==> src/rtl/rgb2gray_loader.sv <==
// RGB stream -> 8-bit luminance loader feeding the Sobel input-image RAM.
// Optional macro GRAY_ROUND_EN selects round-to-nearest instead of floor conversion.
module rgb2gray_loader #(
  parameter int DATA_WIDTH        = 8,
  parameter int ADDR_WIDTH        = 16,
  parameter int IMAGE_ROW_SIZE    = 64,
  parameter int IMAGE_COLUMN_SIZE = 64
) (
  input  logic                    clk_i,
  input  logic                    rst_i,
  input  logic                    arm_i,
  input  logic                    s_valid_i,
  input  logic [3*DATA_WIDTH-1:0] s_rgb_i,
  output logic                    s_ready_o,
  output logic                    wr_en_o,
  output logic [ADDR_WIDTH-1:0]   wr_addr_o,
  output logic [DATA_WIDTH-1:0]   wr_data_o,
  output logic                    start_o,
  input  logic                    finish_i,
  output logic                    busy_o,
  output logic                    frame_done_o
);
  localparam int N   = IMAGE_ROW_SIZE * IMAGE_COLUMN_SIZE;
  localparam int CW  = $clog2(N) + 1;
  localparam int SW  = 2 * DATA_WIDTH;

  typedef enum logic [2:0] {S_IDLE, S_LOAD, S_DRAIN, S_START, S_WAIT_FIN} state_t;

  state_t                r_state;
  logic [CW-1:0]         r_pix_cnt;
  logic                  r_wr_en;
  logic [ADDR_WIDTH-1:0] r_wr_addr;
  logic [DATA_WIDTH-1:0] r_wr_data;
  logic                  r_start;

  logic [DATA_WIDTH-1:0] w_r, w_g, w_b;
  logic [SW-1:0]         w_sum;
  logic [DATA_WIDTH-1:0] w_gray;
  logic                  w_hs;

  assign w_r = s_rgb_i[3*DATA_WIDTH-1:2*DATA_WIDTH];
  assign w_g = s_rgb_i[2*DATA_WIDTH-1:DATA_WIDTH];
  assign w_b = s_rgb_i[DATA_WIDTH-1:0];

  // Weights sum to 256, so the 2*DATA_WIDTH accumulator cannot overflow.
`ifdef GRAY_ROUND_EN
  assign w_sum = SW'(77) * SW'(w_r) + SW'(150) * SW'(w_g) + SW'(29) * SW'(w_b) + SW'(128);
`else
  assign w_sum = SW'(77) * SW'(w_r) + SW'(150) * SW'(w_g) + SW'(29) * SW'(w_b);
`endif
  assign w_gray = DATA_WIDTH'(w_sum >> 8);

  assign s_ready_o    = (r_state == S_LOAD) && (r_pix_cnt < CW'(N));
  assign w_hs         = s_valid_i && s_ready_o;
  assign busy_o       = (r_state != S_IDLE);
  assign frame_done_o = (r_state == S_WAIT_FIN) && finish_i;
  assign wr_en_o      = r_wr_en;
  assign wr_addr_o    = r_wr_addr;
  assign wr_data_o    = r_wr_data;
  assign start_o      = r_start;

  always_ff @(posedge clk_i or posedge rst_i) begin
    if (rst_i) begin
      r_state   <= S_IDLE;
      r_pix_cnt <= '0;
      r_wr_en   <= 1'b0;
      r_wr_addr <= '0;
      r_wr_data <= '0;
      r_start   <= 1'b0;
    end else begin
      r_wr_en <= w_hs;
      r_start <= 1'b0;
      if (w_hs) begin
        r_wr_addr <= ADDR_WIDTH'(r_pix_cnt);
        r_wr_data <= w_gray;
      end
      case (r_state)
        S_IDLE: begin
          r_pix_cnt <= '0;
          if (arm_i) r_state <= S_LOAD;
        end
        S_LOAD: begin
          if (w_hs) begin
            r_pix_cnt <= r_pix_cnt + CW'(1);
            if (r_pix_cnt == CW'(N - 1)) r_state <= S_DRAIN;
          end
        end
        // Final write retires here; start is registered so it lands in S_START.
        S_DRAIN: begin
          r_state <= S_START;
          r_start <= 1'b1;
        end
        S_START:    r_state <= S_WAIT_FIN;
        S_WAIT_FIN: if (finish_i) r_state <= S_IDLE;
        default:    r_state <= S_IDLE;
      endcase
    end
  end
endmodule
==> config.mk <==
export PLATFORM = sky130hd
export DESIGN_NAME = rgb2gray_loader
export DESIGN_NICKNAME = d
export VERILOG_FILES = /design/src/rtl/rgb2gray_loader.sv
export SDC_FILE = /design/constraint.sdc
export NUM_CORES = 1
export LEC_CHECK = 0
export ABC_AREA = 1
export CAP_MARGIN = 20
export CORE_MARGIN = 10
export CORE_UTILIZATION = 30
export CTS_CLUSTER_DIAMETER = 40
export DETAILED_ROUTE_END_ITERATION = 10
export MAX_ROUTING_LAYER = met4
export SYNTH_ARGS = -nofsm -noshare
export SYNTH_HDL_FRONTEND = slang
export SYNTH_SLANG_ARGS = --single-unit
==> constraint.sdc <==
create_clock -name clk_i -period 3.13 [get_ports clk_i]
set_input_delay 0.626 -clock clk_i [delete_from_list [all_inputs] [get_ports clk_i]]
set_output_delay 0.626 -clock clk_i [all_outputs]
set_load 0.01 [all_outputs]
# ---- Yosys cells after proc, flatten, opt, wreduce, memory -nomap -nowiden
# Cells that the tools add are included.
dict set report word_totals {
  output_inout_bits 29
  in_bits 29
  wordCells 38
  reg_bits 39
}
dict set report op_classes {
  order_cmp 1
  n_mux 8
  n_reduce_logical 8
  n_addsub 3
  eq_ne 9
  n_mul 3
}
# operator n
set ops {}
lappend ops {{7-bit by 8-bit multiplier with 15-bit output, first input constant} 2}
lappend ops {{13-bit case mux with 2 select lines} 1}
lappend ops {{15-bit by 16-bit adder with 16-bit output} 1}
lappend ops {{16-bit by 13-bit adder with 16-bit output} 1}
lappend ops {{3-bit case mux with 5 select lines} 1}
lappend ops {{13-bit by 1-bit adder with 13-bit output, second input constant} 1}
lappend ops {{13-bit by 12-bit equality test with 1-bit output, second input constant} 1}
lappend ops {{13-bit less-than comparator, second input constant} 1}
lappend ops {{5-bit by 8-bit multiplier with 13-bit output, first input constant} 1}
lappend ops {{13-bit two-way mux} 1}
lappend ops {{3-bit two-way mux} 4}
lappend ops {{3-bit by 2-bit equality test with 1-bit output, second input constant} 2}
lappend ops {{2-bit inequality test, second input constant} 3}
lappend ops {{4-bit AND reduction} 1}
lappend ops {{3-bit by 1-bit equality test with 1-bit output, second input constant} 1}
lappend ops {{3-bit equality test, second input constant} 1}
lappend ops {{1-bit logical AND} 3}
lappend ops {{3-bit zero test} 1}
lappend ops {{3-bit nonzero test} 1}
lappend ops {{2-bit by 1-bit inequality test with 1-bit output, second input constant} 1}
lappend ops {{2-bit AND reduction} 1}
lappend ops {{2-bit nonzero test} 1}
lappend ops {{1-bit two-way mux} 1}

# ---- Logic depth before layout (Yosys ltp)
# Gate-level depths: netlist of run 1.
dict set report depth {
  ltp_word 5
  mapped_depth 28
  mapped_depth_nobuf 28
}

# ---- Worst setup path before layout of run 1
# OpenSTA, ideal clock, no wires.
dict set report synth_path {
  path_type {input to register}
  start {input s_rgb_i[12]}
  end {register r_wr_data[7], in the netlist wr_data_o[7]}
  setup_slack_ns -2.743
  setup_time_ns 0.119
  arrival_time_ns 5.754
  required_time_ns 3.011
  n_path_buf 0
  cell_stages 24
  cell_sequence {ha_1 ha_1 inv_1 fa_1 fa_1 inv_1 ha_1 xor2_1 fa_1 fa_1 inv_1 fa_1 fa_1 inv_1 ha_1 nand2_1 inv_1 nand2_1 nor3_1 nand2_1 nand2_1 nand3_1 nand3_1 nand2_1}
}
dict set report synth_between {
  elab_chain_cells 3
}
# item line_no
set synth_rtl {}
lappend synth_rtl {{start: declaration} 13} ;# input logic [3*DATA_WIDTH-1:0] s_rgb_i,
lappend synth_rtl {{7-bit by 8-bit multiplier with 15-bit output} 49} ;# assign w_sum = SW'(77) * SW'(w_r) + SW'(150) * SW'(w_g) + SW'(29) * SW'(w_b);
lappend synth_rtl {{15-bit by 16-bit adder with 16-bit output} 49}
lappend synth_rtl {{16-bit by 13-bit adder with 16-bit output} 49}
lappend synth_rtl {{end signal: assignment} 75} ;# r_wr_data <= w_gray;
lappend synth_rtl {{end: declaration} 33} ;# logic [DATA_WIDTH-1:0] r_wr_data;
# No other way between the ends.
# A chain may end at the register's enable or synchronous reset.

# ---- Worst setup path after layout of run 1
dict set report layout_path {
  start {input s_rgb_i[12]}
  end {register r_wr_data[6], in the netlist wr_data_o[6]}
}
# Same word-level chain as after synthesis.

==> results.cfg, run 1 <==
[status]
status = finished, violations left
failed_checks = negative setup slack

[job]
drv_cap = 0

[route]
wl_um = 11600
drt-pass1-iter-count = 4
drc = 0
num_vias = 4127
first_iter_violations = 136
avgRoutedWirePerCell_um = 12.3
final_antenna_net_count = 0
viasPerCell = 4.37

[sta]
grt_setup_unrepaired = yes
tns_ns = -18.15
fmax_ghz = 0.182
setup_viol = 8
worst_slack_ns = -2.36
fin_crit_ns = 5.49
drv_slew = 0
finalCritPeriodShare_pct = 175
finClkSkew_ns = 0.00366
hold_viol_final = 0

[grt]
grt_pass1_wl_um = 19600
grt_remaining_overflow = 0
grt_pass1_vias = 4201
antenna_found_initial = 0
use_met2_pct = 18.5
grt_max_degree = 40
met3_usage_pct = 1.03
top_usage_layer = met2
grt_usage_pct = 10.8
met1_usage_pct = 13.6

[synthesis]
postSynthAreaPerCell_um2 = 8.40
synth_edf_count = 0
synth-main-ff-cell = dfrtp_1
synth-seq-cells = 39
yosys_warnings = 0
yosysSeqAreaShare_pct = 19.4
synthesis.area_um2 = 5030
synthArstFlopShare_pct = 100
syn_inst = 599
synth_cell_types = 33

[floorplan]
start_util_pct = 30.5
dieArea_um2 = 22400
die_h_um = 150
core_area_um2 = 16500
rows = 47
fp.dieW_um = 150
ios = 58

[setup_path]
end_kind = register
start_kind = input port
max_stage_delay_ns = 0.50
cp_data_required_time_ns = 3.30
r2r_start = r_state[2]$_DFFE_PP0P_
cp.arrival_ns = 5.66
path_class = in2reg
endpoint = wr_data_o[6]$_DFFE_PP0P_
cp_slowest_cell = fa_1
reg2regPathDepth = 6
path_max_fanout = 4
startpoint = s_rgb_i[12]
r2r-end = r_pix_cnt[4]$_DFFE_PP0P_
r2r_slack_ns = 1.27

[final_layout]
fin_area_um2 = 6960
syn_to_final_growth_pct = 38.2
fillCellCount = 1622
drive_gt1_share_pct = 23.0
final_cells = 945
antenna_cells = 0
fin_nets = 894

[clock_network]
numCtsBuffers = 5
clockBufferDepth = 2
clk_pin_slew_ns = 0.06
cts-htree-levels = 2
cts_hold_buf = 0
numClockSinks = 39
cts-root-buf = clkbuf_16
clkLatencyLatePin_ns = 0.28
cts_tree = built

[worst_hold_path]
hold_class = reg2reg
holdPathStages = 2

[placed_design]
placed_area_um2 = 6490
pre_cts_ws_ns = -3.11
gp_congestion = 0.852
dp_cells = 934
port_buffers = 54
hpwl_um = 9820
synthesized netlist by cell type, types with 2 or more instances:
cell | instances | area share, %
nand2_1 | 113 | 8.4
ha_1 | 85 | 21
nor2_1 | 33 | 2.5
buf_4 | 3 | 0.45
nand4_1 | 6 | 0.75
a21oi_1 | 26 | 2.6
inv_1 | 132 | 9.8
xor2_1 | 9 | 1.6
xnor2_1 | 5 | 0.87
o31ai_1 | 2 | 0.30
fa_1 | 55 | 22
a21o_1 | 2 | 0.30
nor3_1 | 8 | 0.80
dfrtp_1 | 39 | 19
clkbuf_1 | 3 | 0.22
nand3_1 | 32 | 3.2
o21bai_1 | 3 | 0.45
o21ai_0 | 26 | 2.6
or2_2 | 3 | 0.37
metal layers:
metal / share of wire [%] / wire (um)
met1: 46 / 5380
met2: 50 / 5870
met3: 2.7 / 309
met4: 0.75 / 87
met5: 0 / 0
final cells by class:
class / count / area (um2) / area share (%)
inverter: 133 / 504 / 7.25
clock buffer: 6 / 139 / 2.00
clock inverter: 1 / 5.00 / 0.0720
tap: 220 / 275 / 3.96
timing repair buffer: 124 / 1090 / 15.7
multi-input combinational: 422 / 3960 / 57.0
sequential: 39 / 976 / 14.0
cells by family after synthesis:
kind of cell,share of synthesized area [%]
compound gates,6.76
xor+xnor,2.44
fa+ha+maj,43.0
buf+inv,10.8
flops,19.4
other cells,0.0745
simple gates,17.5
state kept, by name (all words and copies together), names as in the netlist:
name	cells
r_pix_cnt	13
r_state	3
start_o	1
wr_addr_o	13
wr_data_o	8
wr_en_o	1
critical path: cells and delay by family:
kind	cells	cell delay [ns]
and+or+nand+nor	7	0.65
adders and majority gates	10	3.79
AOI/OAI and AO/OA	1	0.09
buffers and inverters	6	0.37
xor gates and xnor gates	1	0.14
cells in the final DEF (no fill, tap or decap), types with 4 or more instances in the layout:
cell | netlist | final
inv_1 | 132 | 120
nand2_1 | 113 | 100
buf_4 | 3 | 67
ha_1 | 85 | 65
fa_1 | 55 | 53
clkdlybuf4s50_1 | 0 | 47
dfrtp_1 | 39 | 39
nand3_1 | 32 | 28
nor2_1 | 33 | 28
o21ai_0 | 26 | 23
ha_4 | 0 | 19
a21oi_1 | 26 | 16
nand2_2 | 1 | 10
inv_2 | 0 | 10
a21oi_2 | 1 | 9
xor2_1 | 9 | 8
nor3_1 | 8 | 7
nand4_1 | 6 | 6
nand2_4 | 1 | 5
clkbuf_16 | 0 | 5
buf_6 | 1 | 5
nor2_2 | 0 | 4
nand3_2 | 0 | 4
worst min-delay path by stage:
stage | startpoint | slack (ns) | to
final | wr_addr_o[10]$_DFFE_PP0P_ | 0.48 | wr_addr_o[10]$_DFFE_PP0P_
after global routing | wr_addr_o[11]$_DFFE_PP0P_ | 0.50 | wr_addr_o[11]$_DFFE_PP0P_
after global placement | wr_addr_o[12]$_DFFE_PP0P_ | 0.45 | wr_addr_o[12]$_DFFE_PP0P_
after detailed placement | wr_addr_o[0]$_DFFE_PP0P_ | 0.47 | wr_addr_o[0]$_DFFE_PP0P_
after floorplan | wr_addr_o[12]$_DFFE_PP0P_ | 0.50 | wr_addr_o[12]$_DFFE_PP0P_
after CTS | wr_addr_o[0]$_DFFE_PP0P_ | 0.49 | wr_addr_o[0]$_DFFE_PP0P_
through the flow:
stage | hold WS [ns] | util (%)
floorplan | 0.503 | -
global placement | 0.454 | 39.3
detailed placement | 0.474 | 39.3
CTS | 0.488 | 41.1
global route | 0.503 | 42.1
finish | 0.481 | 42.1
repair_timing:
item / in CTS / in global routing
setup buffers: 4 / 1
setup endpoints to repair: 8 / 8
pin swaps: 36 / 40
gates resized for setup: 62 / 34
Power of run 1 is left out: the tool's default activity adds up to more than one toggle a clock period on the data nets, which glitch-free logic cannot reach.
==> run 2: changes to the inputs <==
--- a/config.mk
+++ b/config.mk
@@ -7,7 +7,7 @@
 export LEC_CHECK = 0
 export ABC_AREA = 1
 export CAP_MARGIN = 20
-export CORE_MARGIN = 10
+export CORE_MARGIN = 2
 export CORE_UTILIZATION = 30
 export CTS_CLUSTER_DIAMETER = 40
 export DETAILED_ROUTE_END_ITERATION = 10
==> run 2 against run 1 <==
  * The run still ends with negative setup slack left
  * Cell area rose by 0.36%
  * Die area fell by 20%
  * Via count rose by 0.15%
  * Utilization rose by 0.30 points
  * Highest routed layer unchanged
==> results.cfg, run 2 (synthesis gave the netlist of run 1 again) <==
[status]
status = finished, violations left
failed_checks = negative setup slack

[final_layout]
layout_common_cells = inv_1, nand2_1, buf_4
syn_to_final_growth_pct = 38.7
antenna_cells = 0
drive_gt1_share_pct = 22.8
fin_area_um2 = 6980
fillCellCount = 1639
layout_commonest_cell = inv_1
fin_nets = 896

[route]
avgRoutedWirePerCell_um = 11.6
drc = 0
viasPerCell = 4.36
num_vias = 4133
first_iter_violations = 167
drt-pass1-iter-count = 4
wl_um = 11000
final_antenna_net_count = 0

[setup_path]
cp_data_required_time_ns = 3.30
r2r-end = r_pix_cnt[5]$_DFFE_PP0P_
path_class = in2reg
reg2regPathDepth = 7
cp_slowest_cell = fa_1
start_kind = input port
end_kind = register
r2r_start = r_state[2]$_DFFE_PP0P_
endpoint = wr_data_o[6]$_DFFE_PP0P_
startpoint = s_rgb_i[14]
path_max_fanout = 4
r2r_slack_ns = 1.26
max_stage_delay_ns = 0.51
cp.arrival_ns = 5.67

[floorplan]
dieArea_um2 = 17800
core_area_um2 = 16500
rows = 47
fp.dieW_um = 134
start_util_pct = 30.6
die_h_um = 134
ios = 58

[sta]
drv_slew = 0
setup_viol = 8
finalCritPeriodShare_pct = 176
finClkSkew_ns = 0.00456
fin_crit_ns = 5.50
fmax_ghz = 0.182
grt_setup_unrepaired = yes
worst_slack_ns = -2.37
hold_viol_final = 0

[grt]
antenna_found_initial = 0
grt_usage_pct = 13.5
grt_pass1_vias = 4300
grt_pass1_wl_um = 19600
grt_remaining_overflow = 0
grt_max_degree = 40

[clock_network]
clockBufferDepth = 2
cts-htree-levels = 2
numClockSinks = 39
cts_hold_buf = 0
clkLatencyLatePin_ns = 0.28
numCtsBuffers = 5
cts-root-buf = clkbuf_16
clk_pin_slew_ns = 0.05
cts_tree = built

[placed_design]
hpwl_um = 9270
port_buffers = 54
placed_area_um2 = 6490
gp_congestion = 0.873

[worst_hold_path]
hold_class = reg2reg
min_from = wr_addr_o[10]$_DFFE_PP0P_

[job]
drv_cap = 0
-- run 2: cell count changes in the layout (fill, tap and decap cells not counted), sizes merged --
cell,delta
buf,+1
bufinv,+2
clkbuf,+2
clkdlybuf4s15,-2
clkinv,-1
dlygate4sd2,+1
-- run 2: worst min path at each step --
stage	to	slack [ns]	depth (start not counted)
final	wr_addr_o[10]$_DFFE_PP0P_	0.48	2
after CTS	wr_data_o[3]$_DFFE_PP0P_	0.48	2
after global placement	wr_addr_o[11]$_DFFE_PP0P_	0.47	2
after floorplan	wr_addr_o[12]$_DFFE_PP0P_	0.50	2
after detailed placement	wr_data_o[3]$_DFFE_PP0P_	0.47	2
after global routing	wr_data_o[3]$_DFFE_PP0P_	0.51	2
-- run 2: cell type report --
| cell class | instances | area, um2 | share of cell area, % |
|---|---|---|---|
| clock buffers | 6 | 129 | 1.85 |
| well taps | 220 | 275 | 3.94 |
| repair buffers | 126 | 1060 | 15.3 |
| clock inverters | 2 | 60.1 | 0.860 |
| inverters | 133 | 504 | 7.22 |
| multi-input cells | 422 | 3970 | 56.9 |
| flip-flops and latches | 39 | 976 | 14.0 |
-- run 2: timing repair --
action	4_1_cts	5_1_grt
endpoints found under the setup margin	8	8
gates resized for setup	48	41
pin swaps	27	13
buffers inserted	3	2
-- run 2: through the flow --
step | hold slack [ns] | setup TNS, ns | std cells | utilization (%) | setup WS [ns]
global route | 0.506 | -19.90 | 948 | 42.4 | -2.55
floorplan | 0.503 | -18.10 | 601 | - | -2.37
detailed placement | 0.470 | -23.98 | 935 | 39.4 | -3.09
finish | 0.480 | -18.29 | 948 | 42.4 | -2.37
CTS | 0.483 | -18.67 | 946 | 41.3 | -2.44
global placement | 0.466 | -23.64 | 935 | 39.4 | -3.03
-- run 2: routing by layer --
metal / global-route usage (%) / part of all wire [%] / up-vias
met2: 23.9 / 50 / 46
li1: - / - / 2133
met1: 17.5 / 47 / 1946
met3: 0.875 / 1.7 / 8
met5: - / 0 / -
met4: 2.01 / 0.78 / 0
-- run 2: critical path, delay by kind of cell --
kind | cells | cell delay [ns]
AO/OA/AOI/OAI | 4 | 0.53
XOR/XNOR | 1 | 0.14
adder cells (fa/ha/maj) | 10 | 3.74
buffers and inverters | 5 | 0.26
AND/OR/NAND/NOR | 5 | 0.36
Power of run 2 is left out for the same reason.
